### config.mk
export PLATFORM = sky130hd
export DESIGN_NAME = xor_unit_arbiter
export DESIGN_NICKNAME = d
export VERILOG_FILES = /design/src/rtl/xor_unit_arbiter.sv
export SDC_FILE = /design/constraint.sdc
export NUM_CORES = 1
export LEC_CHECK = 0
export BUFFER_PORTS_ARGS = -buffer_cell sky130_fd_sc_hd__buf_4
export CELL_PAD_IN_SITES_DETAIL_PLACEMENT = 0
export CELL_PAD_IN_SITES_GLOBAL_PLACEMENT = 1
export CORE_ASPECT_RATIO = 0.75
export CORE_MARGIN = 3
export CORE_UTILIZATION = 39
export CTS_CLUSTER_SIZE = 40
export DETAILED_ROUTE_END_ITERATION = 8
export PLACE_DENSITY = 0.78
export SLEW_MARGIN = 20
export SYNTH_ARGS = -nofsm -noshare
export SYNTH_HDL_FRONTEND = slang
export SYNTH_SLANG_ARGS = --single-unit
### constraint.sdc
create_clock -name clk -period 3.7 [get_ports clk]
set_clock_uncertainty 0.1 [all_clocks]
set_input_delay 0.555 -clock clk [delete_from_list [all_inputs] [get_ports clk]]
set_output_delay 0.555 -clock clk [all_outputs]
set_load 0.03 [all_outputs]
### src/rtl/xor_unit_arbiter.sv
// Round-robin arbiter that shares one combinational XOR unit among NUM_REQ
// requesters: registered operands drive the unit, and its result is captured and returned.
module xor_unit_arbiter #(
   parameter int NUM_REQ = 4,
   parameter int WIDTH   = 1,
   parameter int IDW     = $clog2(NUM_REQ)
) (
   input  logic                     clk,
   input  logic                     rst_n,
   input  logic [NUM_REQ-1:0]       req_valid,
   output logic [NUM_REQ-1:0]       req_ready,
   input  logic [NUM_REQ*WIDTH-1:0] req_in1,
   input  logic [NUM_REQ*WIDTH-1:0] req_in2,
   output logic                     rsp_valid,
   input  logic                     rsp_ready,
   output logic [IDW-1:0]           rsp_id,
   output logic [WIDTH-1:0]         rsp_out1,
   output logic [WIDTH-1:0]         xu_in1,
   output logic [WIDTH-1:0]         xu_in2,
   input  logic [WIDTH-1:0]         xu_out1
);

   typedef enum logic [1:0] {ST_IDLE, ST_EXEC, ST_RESP} state_t;

   state_t           r_state;
   state_t           w_state_next;
   logic [IDW-1:0]   r_ptr;
   logic [IDW-1:0]   r_id;
   logic [IDW-1:0]   r_rsp_id;
   logic [WIDTH-1:0] r_op1;
   logic [WIDTH-1:0] r_op2;
   logic [WIDTH-1:0] r_rsp_out1;
   logic             r_rsp_valid;
   logic [IDW-1:0]   w_winner;
   logic [IDW-1:0]   w_scan;
   logic [IDW-1:0]   w_ptr_next;
   logic             w_any;
   logic             w_accept;
   logic [WIDTH-1:0] w_in1_arr [NUM_REQ];
   logic [WIDTH-1:0] w_in2_arr [NUM_REQ];

   generate
      for (genvar gi = 0; gi < NUM_REQ; gi++) begin : g_unpack
         assign w_in1_arr[gi] = req_in1[gi*WIDTH +: WIDTH];
         assign w_in2_arr[gi] = req_in2[gi*WIDTH +: WIDTH];
      end
   endgenerate

   // First valid requester at or after r_ptr, scanning with wrap-around.
   always_comb begin
      w_any    = 1'b0;
      w_winner = '0;
      w_scan   = r_ptr;
      for (int k = 0; k < NUM_REQ; k++) begin
         if (!w_any && req_valid[w_scan]) begin
            w_any    = 1'b1;
            w_winner = w_scan;
         end
         w_scan = (w_scan == IDW'(NUM_REQ-1)) ? '0 : w_scan + IDW'(1);
      end
   end

   assign w_ptr_next = (w_winner == IDW'(NUM_REQ-1)) ? '0 : w_winner + IDW'(1);
   assign w_accept   = (r_state == ST_IDLE) && w_any;

   always_ff @(posedge clk or negedge rst_n) begin
      if (!rst_n) begin
         r_state <= ST_IDLE;
      end else begin
         r_state <= w_state_next;
      end
   end

   always_comb begin
      w_state_next = r_state;
      case (r_state)
         ST_IDLE: if (w_any)     w_state_next = ST_EXEC;
         ST_EXEC:                w_state_next = ST_RESP;
         ST_RESP: if (rsp_ready) w_state_next = ST_IDLE;
         default:                w_state_next = ST_IDLE;
      endcase
   end

   always_comb begin
      req_ready = '0;
      if (w_accept) begin
         req_ready[w_winner] = 1'b1;
      end
   end

   // Operands only change on acceptance, so the shared unit sees stable inputs through EXEC.
   always_ff @(posedge clk or negedge rst_n) begin
      if (!rst_n) begin
         r_ptr       <= '0;
         r_id        <= '0;
         r_op1       <= '0;
         r_op2       <= '0;
         r_rsp_id    <= '0;
         r_rsp_out1  <= '0;
         r_rsp_valid <= 1'b0;
      end else begin
         if (w_accept) begin
            r_op1 <= w_in1_arr[w_winner];
            r_op2 <= w_in2_arr[w_winner];
            r_id  <= w_winner;
            r_ptr <= w_ptr_next;
         end
         if (r_state == ST_EXEC) begin
            r_rsp_out1  <= xu_out1;
            r_rsp_id    <= r_id;
            r_rsp_valid <= 1'b1;
         end else if (r_state == ST_RESP && rsp_ready) begin
            r_rsp_valid <= 1'b0;
         end
      end
   end

   assign xu_in1    = r_op1;
   assign xu_in2    = r_op2;
   assign rsp_valid = r_rsp_valid;
   assign rsp_id    = r_rsp_id;
   assign rsp_out1  = r_rsp_out1;

endmodule

==> results.md <==
| Stage | Item | Value |
|---|---|---|
| cts | CTS H-Tree Depth | 1 |
| yosys | Area fraction in and, or, nand and nor cells after synthesis | 16.2% |
| cts | CTS root buffer | sky130_fd_sc_hd__clkbuf_4 |
| setup path | Crit path DAT | 2.87 ns |
| floorplanning | Total I/O pin count | 26 |
| yosys | Post-synth top flop | sky130_fd_sc_hd__dfrtp_1 |
| sta | Final total negative setup slack | 0 ns |
| yosys | Cell count after synthesis | 100 |
| layout | Most common cell after layout, fill and taps aside | sky130_fd_sc_hd__buf_4 |
| global routing | Antenna violations before repair | 0 |
| sta | Period minus WS final | 3.53 ns |
| placed design | HPWL Detailed | 1650 µm |
| routing | Remaining DRCs | 0 |
| pwr | VDD IR-drop max | 0.432 mV |
| placed design | Port buffer count | 25 |
| cts | Buffers inserted during post-CTS setup optimization | 0 |
| worst hold path | Hold WC Path Type | input pin to async pin |
| run status | Outcome | finished, final reports clean |
| global routing | Pin count of the biggest net entering global routing | 17 |
| sta | Smallest hold slack | 0.00962 ns |
| setup path | Setup CP Type | register to output pin |
| layout | Top library cells by usage in the layout, fill and taps aside | sky130_fd_sc_hd__buf_4 (27), sky130_fd_sc_hd__dfrtp_1 (12), sky130_fd_sc_hd__nand2_1 (7) |
| setup path | Crit end category | output pin |
| layout | Final net count | 146 |
| cts | Number of buffers on the longest clock path | 2 |
| setup path | Maximum fanout encountered on the critical timing path | 11 |
| yosys | Dominant combinational cell family by area after synthesis | compound AO/OA/AOI/OAI gates |
| pwr | Leakage dissipation | 0.550 nW |
| yosys | Cell area after synthesis | 995 µm² |
| setup path | Largest stage delay on the critical path | 0.51 ns |
| global routing | Overall routing resource usage | 14.9% |
| cts | Post-CTS clock slew at the launch and capture registers of the worst setup and hold paths | 0.07 ns |
| sta | Maximum clock rate | 0.284 GHz |
| cts | Total of hold buffers inserted after clock tree synthesis | 0 |
| yosys | Cell type with the highest aggregate area in the netlist | sky130_fd_sc_hd__dfrtp_1 |
| run | Reported max-cap violation count | 0 |
| floorplanning | Effective utilization at floorplan | 42.1% |
| yosys | Top-area cell type share of the netlist area | 30.2% |
| sta | Count of endpoints failing hold in the final timing report | 0 |
| yosys | Xor-xnor portion of the synthesized cell area | 0.881% |
| layout | Finished Cell Area | 1230 µm² |
| routing | Detailed Routing Iterations Pass 1 | 4 |
| layout | FILL cells | 233 |
| sta | Max-slew violation count | 0 |
| setup path | Buffers & Inverters on Critical Path | 2 |
| yosys | Fraction of registers with async set/reset | 100% |
| cts | Num Clock Sinks | 12 |
| yosys | Register area share after synthesis | 30.2% |
| yosys | Post-synthesis register bit count | 12 |
| yosys | Post-synthesis area per instance | 9.95 µm² |
| routing | Via count | 832 |
| cts | Clock buffers created by TritonCTS | 3 |
| setup path | Cell Chain, Critical Path | ha_4, mux4_2, a221o_1, o21ai_4, inv_2, ha_1, and2_1, buf_4 |
| yosys | Number of enable flip-flop cells after synthesis | 0 |
| yosys | Count of warnings emitted by yosys | 0 |
| sta | Slew @ Worst Pin | 0.411 ns |
| floorplanning | Core footprint | 2360 µm² |
| floorplanning | Number of rows in the core area | 15 |
| yosys | Adder-cell share of the synthesized area | 6.29% |
| global routing | Number of global-route vias before repair | 811 |
| layout | Final standard cell count with taps included and fillers excluded | 157 |
| routing | Starting DRC count in detailed routing | 40 |
| global routing | Global-route wire length before repair | 3760 µm |
| layout | Diodes inserted | 0 |
| cts | Worst-skew pair later-pin latency | 0.27 ns |
| floorplanning | Floorplan die area | 3200 µm² |
| placed design | Number of placed cells counting well taps | 154 |
| setup path | Cell type of the slowest stage on the worst timing path | sky130_fd_sc_hd__dfrtp_1 |
| routing | Per-cell via count in the routed design | 5.30 |
| sta | Period utilization | 95.3% |
| pwr | Power density relative to cell area | 1070 nW/µm² |
| global routing | Global route overflow | 0 |
| yosys | Most area-consuming cells after synthesis | sky130_fd_sc_hd__dfrtp_1 (30%), sky130_fd_sc_hd__ha_1 (6.3%), sky130_fd_sc_hd__mux2i_1 (6.0%), sky130_fd_sc_hd__mux4_1 (5.3%), sky130_fd_sc_hd__mux2_2 (4.5%) |
| yosys | Number of unique standard cell types used by synthesis | 36 |
| setup path | Cell family with the largest share of critical-path delay | adder cells |
| floorplanning | Floorplan die height | 49.7 µm |
| sta | Max_slew headroom | 72.4% |
| yosys | Post-synth net total | 121 |
| sta | Unrepaired setup endpoints after global routing | false |
| floorplanning | Die W | 64.3 µm |
| yosys | Fraction of the mapped netlist area in compound gates | 20.0% |
| routing | Average wire per standard cell | 13.9 µm |
| layout | Syn-to-layout area delta | 23.6% |
| cts | Clock tree from TritonCTS | built |
| routing | Detail Route Antenna Nets | 0 |
| setup path | CP Launch Type | register |
| routing | Routed wire length | 2180 µm |
| placed design | Placed inst area | 1190 µm² |
| placed design | Final estimated routing congestion in global placement | 0.813 |
| sta | Final setup vio count | 0 |
| setup path | Required time worst endpoint | 3.04 ns |
| yosys | Multiplexer fraction of the synthesized cell area | 19.2% |
| layout | Proportion of layout cells with a drive suffix above 1 | 32.5% |
==> area by class of cell <==
class	count	area, µm²	share of cell area [%]
multi-input combinational	76	643	52.3
sequential	12	300	24.4
timing repair buffer	27	203	16.5
tap	34	42.5	3.46
clock buffer	3	22.5	1.83
inverter	5	18.8	1.53
==> per-stage QoR <==
step                worst slack, ns  util (%)  power [mW]
floorplan                     0.733         -       0.986
global placement              0.373      50.2        1.19
global route                 0.0618      52.0        1.43
detailed placement            0.298      50.2        1.20
finish                        0.175      52.0        1.32
CTS                          0.0739      51.3        1.29
==> cells by family (layout without fill, tap and decap cells) <==
logic type / Yosys count / count (layout)
compound gates: 27 / 27
mux: 14 / 14
flops: 12 / 12
fa+ha+maj: 5 / 5
xor+xnor: 1 / 1
simple gates: 29 / 29
buf+inv: 12 / 35
==> metal layers <==
metal / wire (µm) / vias to the layer above / GRT usage, %
li1: - / 419 / -
met1: 1150 / 397 / 22.5
met4: 14 / 0 / 4.21
met5: 0 / - / 0
met2: 952 / 14 / 21.1
met3: 57 / 2 / 3.42
==> flip-flops by register name, summed over array words and instances (netlist names) <==
name,flops
r_id,2
r_ptr,2
r_state,2
rsp_id,2
rsp_out1,1
rsp_valid,1
xu_in1,1
xu_in2,1
==> synth_stat cells, types with 2 or more instances <==
cell                        n
sky130_fd_sc_hd__o21a_1     2
sky130_fd_sc_hd__nor3_1     2
sky130_fd_sc_hd__mux4_1     2
sky130_fd_sc_hd__buf_6      2
sky130_fd_sc_hd__inv_1      4
sky130_fd_sc_hd__nor2b_1    5
sky130_fd_sc_hd__and2_1     4
sky130_fd_sc_hd__o21ai_0    5
sky130_fd_sc_hd__mux2_2     4
sky130_fd_sc_hd__buf_2      3
sky130_fd_sc_hd__nand2b_1   4
sky130_fd_sc_hd__nand3_1    3
sky130_fd_sc_hd__nand2_1    7
sky130_fd_sc_hd__ha_1       5
sky130_fd_sc_hd__a21oi_1    5
sky130_fd_sc_hd__buf_4      2
sky130_fd_sc_hd__a31oi_1    5
sky130_fd_sc_hd__dfrtp_1   12
sky130_fd_sc_hd__o221ai_1   2
sky130_fd_sc_hd__mux2i_1    6
==> report_power, final <==
part | internal (mW) | switching [mW] | total, mW
Combinational | 0.438 | 0.541 | 0.979
Clock | 0.0376 | 0.0410 | 0.0786
Sequential | 0.201 | 0.0633 | 0.265
Total | 0.677 | 0.645 | 1.32
==> path summary, 6_finish.rpt <==
kind                                  startpoint                      to  slack, ns  depth (start not counted)
max reg2reg                 r_ptr[1]$_DFFE_PN0P_    r_ptr[1]$_DFFE_PN0P_       0.84                          6
min reg2reg                rsp_id[1]$_DFFE_PN0P_   rsp_id[1]$_DFFE_PN0P_       0.41                          1
min in group clk                       rsp_ready  r_state[1]$_DFFE_PN0P_       0.39                          2
max                         r_ptr[1]$_DFFE_PN0P_            req_ready[0]       0.17                          8
min                                        rst_n     r_id[1]$_DFFE_PN0P_       0.01                          1
max in group asynchronous                  rst_n   rsp_valid$_DFFE_PN0P_       3.33                          1
==> worst register-to-register path: stages (launching register included) <==
cell and delay, ns:
sky130_fd_sc_hd__dfrtp_1 0.51, sky130_fd_sc_hd__ha_4 0.42, sky130_fd_sc_hd__mux4_2 0.51, sky130_fd_sc_hd__a221o_1 0.31, sky130_fd_sc_hd__o21ai_4 0.28, sky130_fd_sc_hd__ha_1 0.31
sky130_fd_sc_hd__mux2_1 0.30
==> timing repair <==
item,in CTS,in global routing
endpoints found under the setup margin,2,3
resized for setup,1,2
hold endpoints to repair,0,0
No activity file was read; power rests on OpenSTA's default activity.
